`src/rtl/regfile_pkg.sv`:
```
// rtl/regfile_pkg.sv - shared constants and helpers for the scoreboarded register file
package regfile_pkg;

  localparam int DEF_DATA_W = 32;
  localparam int DEF_ADDR_W = 6;
  localparam int ZERO_ADDR  = 0;

  // LSB of port p's field in a packed multi-port vector of w-bit fields
  function automatic int slice_lsb(input int p, input int w);
    return p * w;
  endfunction

endpackage

```
`src/rtl/regfile_sb_if.sv`:
```
// rtl/regfile_sb_if.sv - read/write/reserve bus between issue, writeback and the register file
interface regfile_sb_if
  import regfile_pkg::*;
#(
  parameter int DATA_W = DEF_DATA_W,
  parameter int ADDR_W = DEF_ADDR_W,
  parameter int NUM_RD = 2
);

  logic [NUM_RD*ADDR_W-1:0] rd_addr;
  logic [NUM_RD*DATA_W-1:0] rd_data;
  logic [NUM_RD-1:0]        rd_busy;
  logic                     wr_en;
  logic [ADDR_W-1:0]        wr_addr;
  logic [DATA_W-1:0]        wr_data;
  logic                     rsv_en;
  logic [ADDR_W-1:0]        rsv_addr;
  logic                     flush;
  logic [ADDR_W:0]          busy_cnt;
  logic                     rsv_err;

  modport master (
    output rd_addr, wr_en, wr_addr, wr_data, rsv_en, rsv_addr, flush,
    input  rd_data, rd_busy, busy_cnt, rsv_err
  );

  modport slave (
    input  rd_addr, wr_en, wr_addr, wr_data, rsv_en, rsv_addr, flush,
    output rd_data, rd_busy, busy_cnt, rsv_err
  );

endinterface

```
`src/rtl/regfile_scoreboard.sv`:
```
// rtl/regfile_scoreboard.sv - busy-bit vector, busy counter and double-reserve detection
module regfile_scoreboard
  import regfile_pkg::*;
#(
  parameter int ADDR_W   = DEF_ADDR_W,
  parameter bit ZERO_REG = 1'b1
) (
  input  logic                   clk,
  input  logic                   rst,
  input  logic                   rsv_en_i,
  input  logic [ADDR_W-1:0]      rsv_addr_i,
  input  logic                   wr_en_i,
  input  logic [ADDR_W-1:0]      wr_addr_i,
  input  logic                   flush_i,
  output logic [2**ADDR_W-1:0]   busy_nxt_o,
  output logic [ADDR_W:0]        busy_cnt_o,
  output logic                   rsv_err_o
);

  localparam int DEPTH = 2**ADDR_W;
  localparam int CW    = ADDR_W + 1;

  logic [DEPTH-1:0] busy_q, busy_d;
  logic [CW-1:0]    cnt_q, cnt_d;
  logic             err_q, err_d;
  logic             rsv_ok, same_addr, inc, dec;

  assign rsv_ok    = rsv_en_i && !(ZERO_REG && rsv_addr_i == ADDR_W'(ZERO_ADDR));
  assign same_addr = (rsv_addr_i == wr_addr_i);

  // Release first, then reserve, so a same-cycle reserve of the released register wins
  always_comb begin
    busy_d = busy_q;
    if (flush_i) begin
      busy_d = '0;
    end else begin
      if (wr_en_i) busy_d[wr_addr_i] = 1'b0;
      if (rsv_ok)  busy_d[rsv_addr_i] = 1'b1;
    end
  end

  always_comb begin
    inc   = rsv_ok && !busy_q[rsv_addr_i];
    dec   = wr_en_i && busy_q[wr_addr_i] && !(rsv_ok && same_addr);
    cnt_d = flush_i ? '0 : cnt_q + CW'(inc) - CW'(dec);
    err_d = rsv_ok && !flush_i && busy_q[rsv_addr_i] && !(wr_en_i && same_addr);
  end

  always_ff @(posedge clk) begin
    if (rst) begin
      busy_q <= '0;
      cnt_q  <= '0;
      err_q  <= 1'b0;
    end else begin
      busy_q <= busy_d;
      cnt_q  <= cnt_d;
      err_q  <= err_d;
    end
  end

  assign busy_nxt_o = busy_d;
  assign busy_cnt_o = cnt_q;
  assign rsv_err_o  = err_q;

endmodule

```
`src/rtl/regfile_sb.sv`:
```
// rtl/regfile_sb.sv - multi-read-port register file with write-first bypass and busy scoreboard
module regfile_sb
  import regfile_pkg::*;
#(
  parameter int DATA_W   = DEF_DATA_W,
  parameter int ADDR_W   = DEF_ADDR_W,
  parameter int NUM_RD   = 2,
  parameter bit ZERO_REG = 1'b1
) (
  input  logic          clk,
  input  logic          rst,
  regfile_sb_if.slave   bus
);

  localparam int DEPTH = 2**ADDR_W;

  logic [DATA_W-1:0] mem_q [DEPTH];
  logic [DEPTH-1:0]  busy_nxt;
  logic              wr_ok;

  assign wr_ok = bus.wr_en && !(ZERO_REG && bus.wr_addr == ADDR_W'(ZERO_ADDR));

  always_ff @(posedge clk) begin
    if (rst) begin
      for (int i = 0; i < DEPTH; i++) mem_q[i] <= '0;
    end else if (wr_ok) begin
      mem_q[bus.wr_addr] <= bus.wr_data;
    end
  end

  regfile_scoreboard #(
    .ADDR_W   (ADDR_W),
    .ZERO_REG (ZERO_REG)
  ) u_sb (
    .clk        (clk),
    .rst        (rst),
    .rsv_en_i   (bus.rsv_en),
    .rsv_addr_i (bus.rsv_addr),
    .wr_en_i    (bus.wr_en),
    .wr_addr_i  (bus.wr_addr),
    .flush_i    (bus.flush),
    .busy_nxt_o (busy_nxt),
    .busy_cnt_o (bus.busy_cnt),
    .rsv_err_o  (bus.rsv_err)
  );

  for (genvar p = 0; p < NUM_RD; p++) begin : g_rd
    localparam int AL = slice_lsb(p, ADDR_W);
    localparam int DL = slice_lsb(p, DATA_W);

    logic [ADDR_W-1:0] addr;
    logic [DATA_W-1:0] data_d, data_q;
    logic              busy_q;

    assign addr = bus.rd_addr[AL +: ADDR_W];

    always_comb begin
      if (ZERO_REG && addr == ADDR_W'(ZERO_ADDR)) data_d = '0;
      else if (bus.wr_en && bus.wr_addr == addr)  data_d = bus.wr_data;
      else                                        data_d = mem_q[addr];
    end

    always_ff @(posedge clk) begin
      if (rst) begin
        data_q <= '0;
        busy_q <= 1'b0;
      end else begin
        data_q <= data_d;
        busy_q <= busy_nxt[addr];
      end
    end

    assign bus.rd_data[DL +: DATA_W] = data_q;
    assign bus.rd_busy[p]            = busy_q;
  end

endmodule
```
`src/flat_wrapper.sv`:
```
// flat-port wrapper written by rule: the top's interface ports become plain ports
module regfile_sb_flat import regfile_pkg::*;
#(
  parameter int DATA_W   = DEF_DATA_W,
  parameter int ADDR_W   = DEF_ADDR_W,
  parameter int NUM_RD   = 2,
  parameter bit ZERO_REG = 1'b1
)
  (clk, rst, bus_rd_addr, bus_wr_en, bus_wr_addr, bus_wr_data, bus_rsv_en, bus_rsv_addr, bus_flush, bus_rd_data, bus_rd_busy, bus_busy_cnt, bus_rsv_err);
  regfile_sb_if #(.DATA_W(DATA_W), .ADDR_W(ADDR_W), .NUM_RD(NUM_RD)) bus_i ();
  input  logic clk;
  input  logic rst;
  input wire logic [$bits(bus_i.rd_addr)-1:0] bus_rd_addr;
  input wire logic [$bits(bus_i.wr_en)-1:0] bus_wr_en;
  input wire logic [$bits(bus_i.wr_addr)-1:0] bus_wr_addr;
  input wire logic [$bits(bus_i.wr_data)-1:0] bus_wr_data;
  input wire logic [$bits(bus_i.rsv_en)-1:0] bus_rsv_en;
  input wire logic [$bits(bus_i.rsv_addr)-1:0] bus_rsv_addr;
  input wire logic [$bits(bus_i.flush)-1:0] bus_flush;
  output wire logic [$bits(bus_i.rd_data)-1:0] bus_rd_data;
  output wire logic [$bits(bus_i.rd_busy)-1:0] bus_rd_busy;
  output wire logic [$bits(bus_i.busy_cnt)-1:0] bus_busy_cnt;
  output wire logic [$bits(bus_i.rsv_err)-1:0] bus_rsv_err;
  assign bus_i.rd_addr = bus_rd_addr;
  assign bus_i.wr_en = bus_wr_en;
  assign bus_i.wr_addr = bus_wr_addr;
  assign bus_i.wr_data = bus_wr_data;
  assign bus_i.rsv_en = bus_rsv_en;
  assign bus_i.rsv_addr = bus_rsv_addr;
  assign bus_i.flush = bus_flush;
  assign bus_rd_data = bus_i.rd_data;
  assign bus_rd_busy = bus_i.rd_busy;
  assign bus_busy_cnt = bus_i.busy_cnt;
  assign bus_rsv_err = bus_i.rsv_err;
  regfile_sb #(.DATA_W(DATA_W), .ADDR_W(ADDR_W), .NUM_RD(NUM_RD), .ZERO_REG(ZERO_REG)) u_core (.clk(clk), .rst(rst), .bus(bus_i));
endmodule
```
`config.mk`:
```
export PLATFORM = sky130hd
export DESIGN_NAME = regfile_sb_flat
export DESIGN_NICKNAME = d
export VERILOG_FILES = /design/src/rtl/regfile_pkg.sv /design/src/rtl/regfile_sb_if.sv /design/src/rtl/regfile_scoreboard.sv /design/src/rtl/regfile_sb.sv /design/src/flat_wrapper.sv
export SDC_FILE = /design/constraint.sdc
export NUM_CORES = 2
export LEC_CHECK = 0
export BUFFER_PORTS_ARGS = -buffer_cell sky130_fd_sc_hd__buf_2
export CORE_MARGIN = 4
export CORE_UTILIZATION = 25
export DETAILED_ROUTE_END_ITERATION = 6
export PLACE_DENSITY = 0.39
export SETUP_SLACK_MARGIN = 0.05
export SLEW_MARGIN = 20
export SYNTH_ARGS = -nofsm -noshare
export SYNTH_HDL_FRONTEND = slang
export SYNTH_SLANG_ARGS = --single-unit
```
`constraint.sdc`:
```
create_clock -name clk -period 10.5 [get_ports clk]
set_input_delay 2.625 -clock clk [delete_from_list [all_inputs] [get_ports clk]]
set_output_delay 2.625 -clock clk [all_outputs]
set_load 0.05 [all_outputs]
```
==> impl_metrics.ini <==
[run_status]
outcome = finished clean

[drt]
routed_vias = 70201
route.detailed.drc = 0
detailedRoute.firstPassIterationCount = 5
detail_route.wl_per_cell_um = 35.0
first_iter_violations = 7511
antenna_left = 0
vias_per_cell = 5.15
overall_routed_net_length_um = 477000

[worst_hold_path]
timing.hold.worst.start = u_core.u_sb.busy_q[0]
worstHoldEndpoint = u_core.u_sb.busy_q[0]
timing.hold.worst.class = flop to flop
hold_path_depth = 2

[grt]
grt_pass1_wl_um = 651000
grt_util_all_layers_pct = 19.7
antenna_found_initial = 89
first_global_vias = 71495
grt_max_degree = 105
grt_overflow = 0

[final_layout]
num-nets-final = 7291
final_layout_size_suffix_gt1_share_pct = 30.7
area.sequential_mm2 = 0.0643
layout.cell_area.non_filler_mm2 = 0.133
fin_util_pct = 28.7
layout_stage_area_growth_over_the_synthesis_result_pct = 14.5
multi_input_area_mm2 = 0.0491
fillCellCount = 45945

[clocking]
ctsHtreeMaxLevel = 5
cts_inserted_buffers = 282
cts.reportedPaths.clkPinSlew_ns = 0.05
cts_hold_repair.buffers = 0
cts.sinks = 2186
ctsLongestPathBuffers = 4
post_cts_resized = 0
clk_latency_ns = 0.92
cts_root_buf = sky130_fd_sc_hd__clkbuf_16
cts_tree = yes
cts_setup_buffers = 0

[critical_path]
r2r-start = u_core.u_sb.busy_q[1]
critical_path.cell_chain = buf_2 -> mux2_2 -> a221o_1 -> a222oi_1 -> o221ai_1 -> nor4b_1 -> nand3_1 -> ha_1 -> inv_1 -> ha_1 -> inv_1 -> fa_1 -> nor2b_1 -> o21ai_0 -> nand2b_1 -> a21o_1 -> a21oi_1 -> xnor2_1 -> nor2_1
slowest_cell_on_the_critical_path = sky130_fd_sc_hd__buf_2
crit_required_ns = 11.26
critPathArrivalTime_ns = 7.21
setup.worst_path.start_class = primary input
family_of_cells_with_the_greatest_summed_delay_on_the_critical_path = compound AO/OA/AOI/OAI gates
ff2ff_path_depth = 19
timing.rr.end = u_core.u_sb.busy_cnt_o[6]
cp_bufs_invs = 3
worst_setup_path_end_kind = flop
critical_path.max_stage_delay_ns = 0.73
ff2ff_setup_slack_ns = 6.20
critPathMaxFanout = 47
type_of_the_worst_setup_path = primary input to flop

[yosys]
synth_mux_area_share_pct = 26.9
synth_edf_count = 2048
synth_top_family_by_area = multiplexers
distinct_cells_synth = 74
yosys.area_share.xor_xnor_pct = 0.173
synth.yosys.warnings = 0
synth-async-reset-ratio_pct = 0
yosys.area_share.adder_pct = 0.0926
syn-instance-count = 7383
primary_flip_flop_cell_chosen_by_synthesis_mapping = sky130_fd_sc_hd__edfxtp_1
synth-compound-area-share_pct = 1.86
register_area_share_after_synthesis_pct = 55.3
mappedNetlistArea_mm2 = 0.116
synthesized_area_per_cell_um2 = 15.7
synth_simple_gate_area_share_pct = 12.6
ys_ff_latch = 2186

[floorplan]
core_area_mm2 = 0.463
io-pin-count = 135
die-area_mm2 = 0.476
start_util_pct = 25.1
die_width_um = 690
die_height_um = 690
std_cell_rows = 250

[sta]
drv_slew = 0
totalNegativeSetupSlack_ns = 0
timing_worst_slew_pin_value_ns = 1.24
setup-violations-final = 0
max_freq_mhz = 155
period_share_pct = 61.5
final_period_minus_worst_setup_slack_ns = 6.45
grt_setup_unrepaired = false
max-slew-margin-rel_pct = 15.2
hold_violations = 0
skew_ns = 0.0626

[power]
cellPowerDensity_mw_per_mm2 = 172
leakage_nw = 43.2
vdd_drop_max_v = 0.000112

[placed_design]
post_dp_cell_area_mm2 = 0.124
globalplace.congestion = 0.870
dp_hpwl_um = 305000
io_buffer_count = 134

[job]
max-cap-violations = 0
## cells in the mapped netlist (all sizes together) (4+ instances only)
library cell	n	area (um^2)
a2111oi	5	43.8
a211oi	10	75.1
a21o	9	67.6
a21oi	57	285
a221oi	10	87.6
a22o	5	43.8
a22oi	40	300
a2bb2oi	6	52.6
a31oi	5	31.3
and2	1769	11100
buf	221	1020
clkbuf	652	2450
dfxtp	138	2760
edfxtp	2048	61500
ha	7	87.6
inv	19	71.3
mux2	15	169
mux2i	96	961
mux4	1336	30100
nand2	57	214
nand2b	10	62.6
nand3	12	60.1
nand3b	8	60.1
nand4	9	56.3
nand4b	7	61.3
nor2	209	785
nor2b	41	257
nor3	266	1340
nor3b	6	45.0
nor4	11	68.8
o211ai	6	45.0
o21a	26	195
o21ai	105	526
o221ai	4	35.0
o22ai	8	50.1
o31ai	5	37.5
or2	65	407
or3	5	31.3
or3b	4	35.0
xnor2	11	96.3
xor2	12	105
## routing by layer
metal	routed length, um	track usage (%)
met2	221000	31.4
met1	218000	28.6
met5	80	0
met3	28900	3.15
met4	8750	3.59
## registers in the layout, summed over array words and instances, names as in the netlist
| register | flops |
|---|---|
| u_core.mem_q | 2048 |
| u_core.g_rd.data_q | 64 |
| u_core.u_sb.busy_q | 64 |
| u_core.u_sb.busy_cnt_o | 7 |
| u_core.g_rd.busy_q | 2 |
| u_core.u_sb.rsv_err_o | 1 |
## cells in the final DEF, fill, tap and decap left out, drive strengths merged, types with 8 or more instances in the layout
cell type	synthesis	final
edfxtp	2048	2048
and2	1769	1769
mux4	1336	1336
buf	221	397
clkbuf	652	377
nor3	266	266
nor2	209	209
dfxtp	138	138
o21ai	105	105
clkinv	0	98
mux2i	96	96
or2	65	65
a21oi	57	57
nand2	57	57
nor2b	41	41
a22oi	40	40
conb	1	32
inv	19	28
o21a	26	26
diode	0	23
bufinv	0	16
mux2	15	15
xor2	12	12
nand3	12	12
nor4	11	11
xnor2	11	11
a211oi	10	10
a221oi	10	10
nand2b	10	10
nand4	9	9
a21o	9	9
nand3b	8	8
o22ai	8	8
## worst reg2reg max path, stage by stage, from the launching register on
cell and delay [ns]:
sky130_fd_sc_hd__dfxtp_1 0.34, sky130_fd_sc_hd__mux2_2 0.27, sky130_fd_sc_hd__a221o_1 0.29, sky130_fd_sc_hd__a222oi_1 0.30
sky130_fd_sc_hd__nand2b_1 0.19, sky130_fd_sc_hd__o221ai_1 0.13, sky130_fd_sc_hd__nor4b_1 0.48, sky130_fd_sc_hd__nand3_1 0.15
sky130_fd_sc_hd__ha_1 0.32, sky130_fd_sc_hd__inv_1 0.14, sky130_fd_sc_hd__ha_1 0.22, sky130_fd_sc_hd__inv_1 0.08
sky130_fd_sc_hd__fa_1 0.40, sky130_fd_sc_hd__nor2b_1 0.19, sky130_fd_sc_hd__o21ai_0 0.11, sky130_fd_sc_hd__nand2b_1 0.13
sky130_fd_sc_hd__a21o_1 0.13, sky130_fd_sc_hd__a21oi_1 0.07, sky130_fd_sc_hd__xnor2_1 0.17, sky130_fd_sc_hd__nor2_1 0.05
## logic make-up after synthesis
logic type,after synthesis
simple gates,2493
xor+xnor,23
buf+inv,892
fa+ha+maj,8
other cells,1
mux,1447
flops,2186
compound gates,333
## metrics by stage
stage                     hold WS, ns  total power [mW]  worst slack [ns]  instances
after floorplan                 0.498              12.0              4.12       7414
after global placement          0.591              13.4              2.99      13112
after detailed placement        0.613              13.5              3.16      13112
after CTS                       0.623              23.1              4.16      13615
after global routing            0.669              23.6              3.85      13617
final                           0.611              22.8              4.05      13638
## final cells by class
type,instances,share of cell area [%]
Clock inverter,126,0.829
Clock buffer,377,5.79
Multi-Input combinational cell,4336,36.9
Tap cell,6174,5.81
Antenna cell,23,0.0433
Timing Repair Buffer,397,2.29
Sequential cell,2186,48.3
Inverter,19,0.0564
## power breakdown
group	switching, mW	internal [mW]	leakage (nW)	total, mW
sequential	0.254	9.99	20.6	10.2
combinational	1.90	1.12	18.3	3.02
clock	4.02	5.55	4.30	9.57
## worst max-delay path by stage
stage	slack (ns)	cells after the start	end	start
2_1_floorplan	4.12	21	u_core.u_sb.busy_cnt_o[6]	bus_wr_addr[2]
3_3_place_gp	2.99	8	u_core.mem_q[61][22]	bus_wr_addr[0]
3_5_place_dp	3.16	10	u_core.mem_q[33][30]	bus_wr_addr[0]
4_1_cts	4.16	10	u_core.mem_q[33][25]	bus_wr_addr[0]
5_1_grt	3.85	19	u_core.u_sb.busy_cnt_o[6]	bus_rsv_addr[2]
6_report	4.05	19	u_core.u_sb.busy_cnt_o[6]	bus_rsv_addr[2]
(Power assumes the default switching activity.)
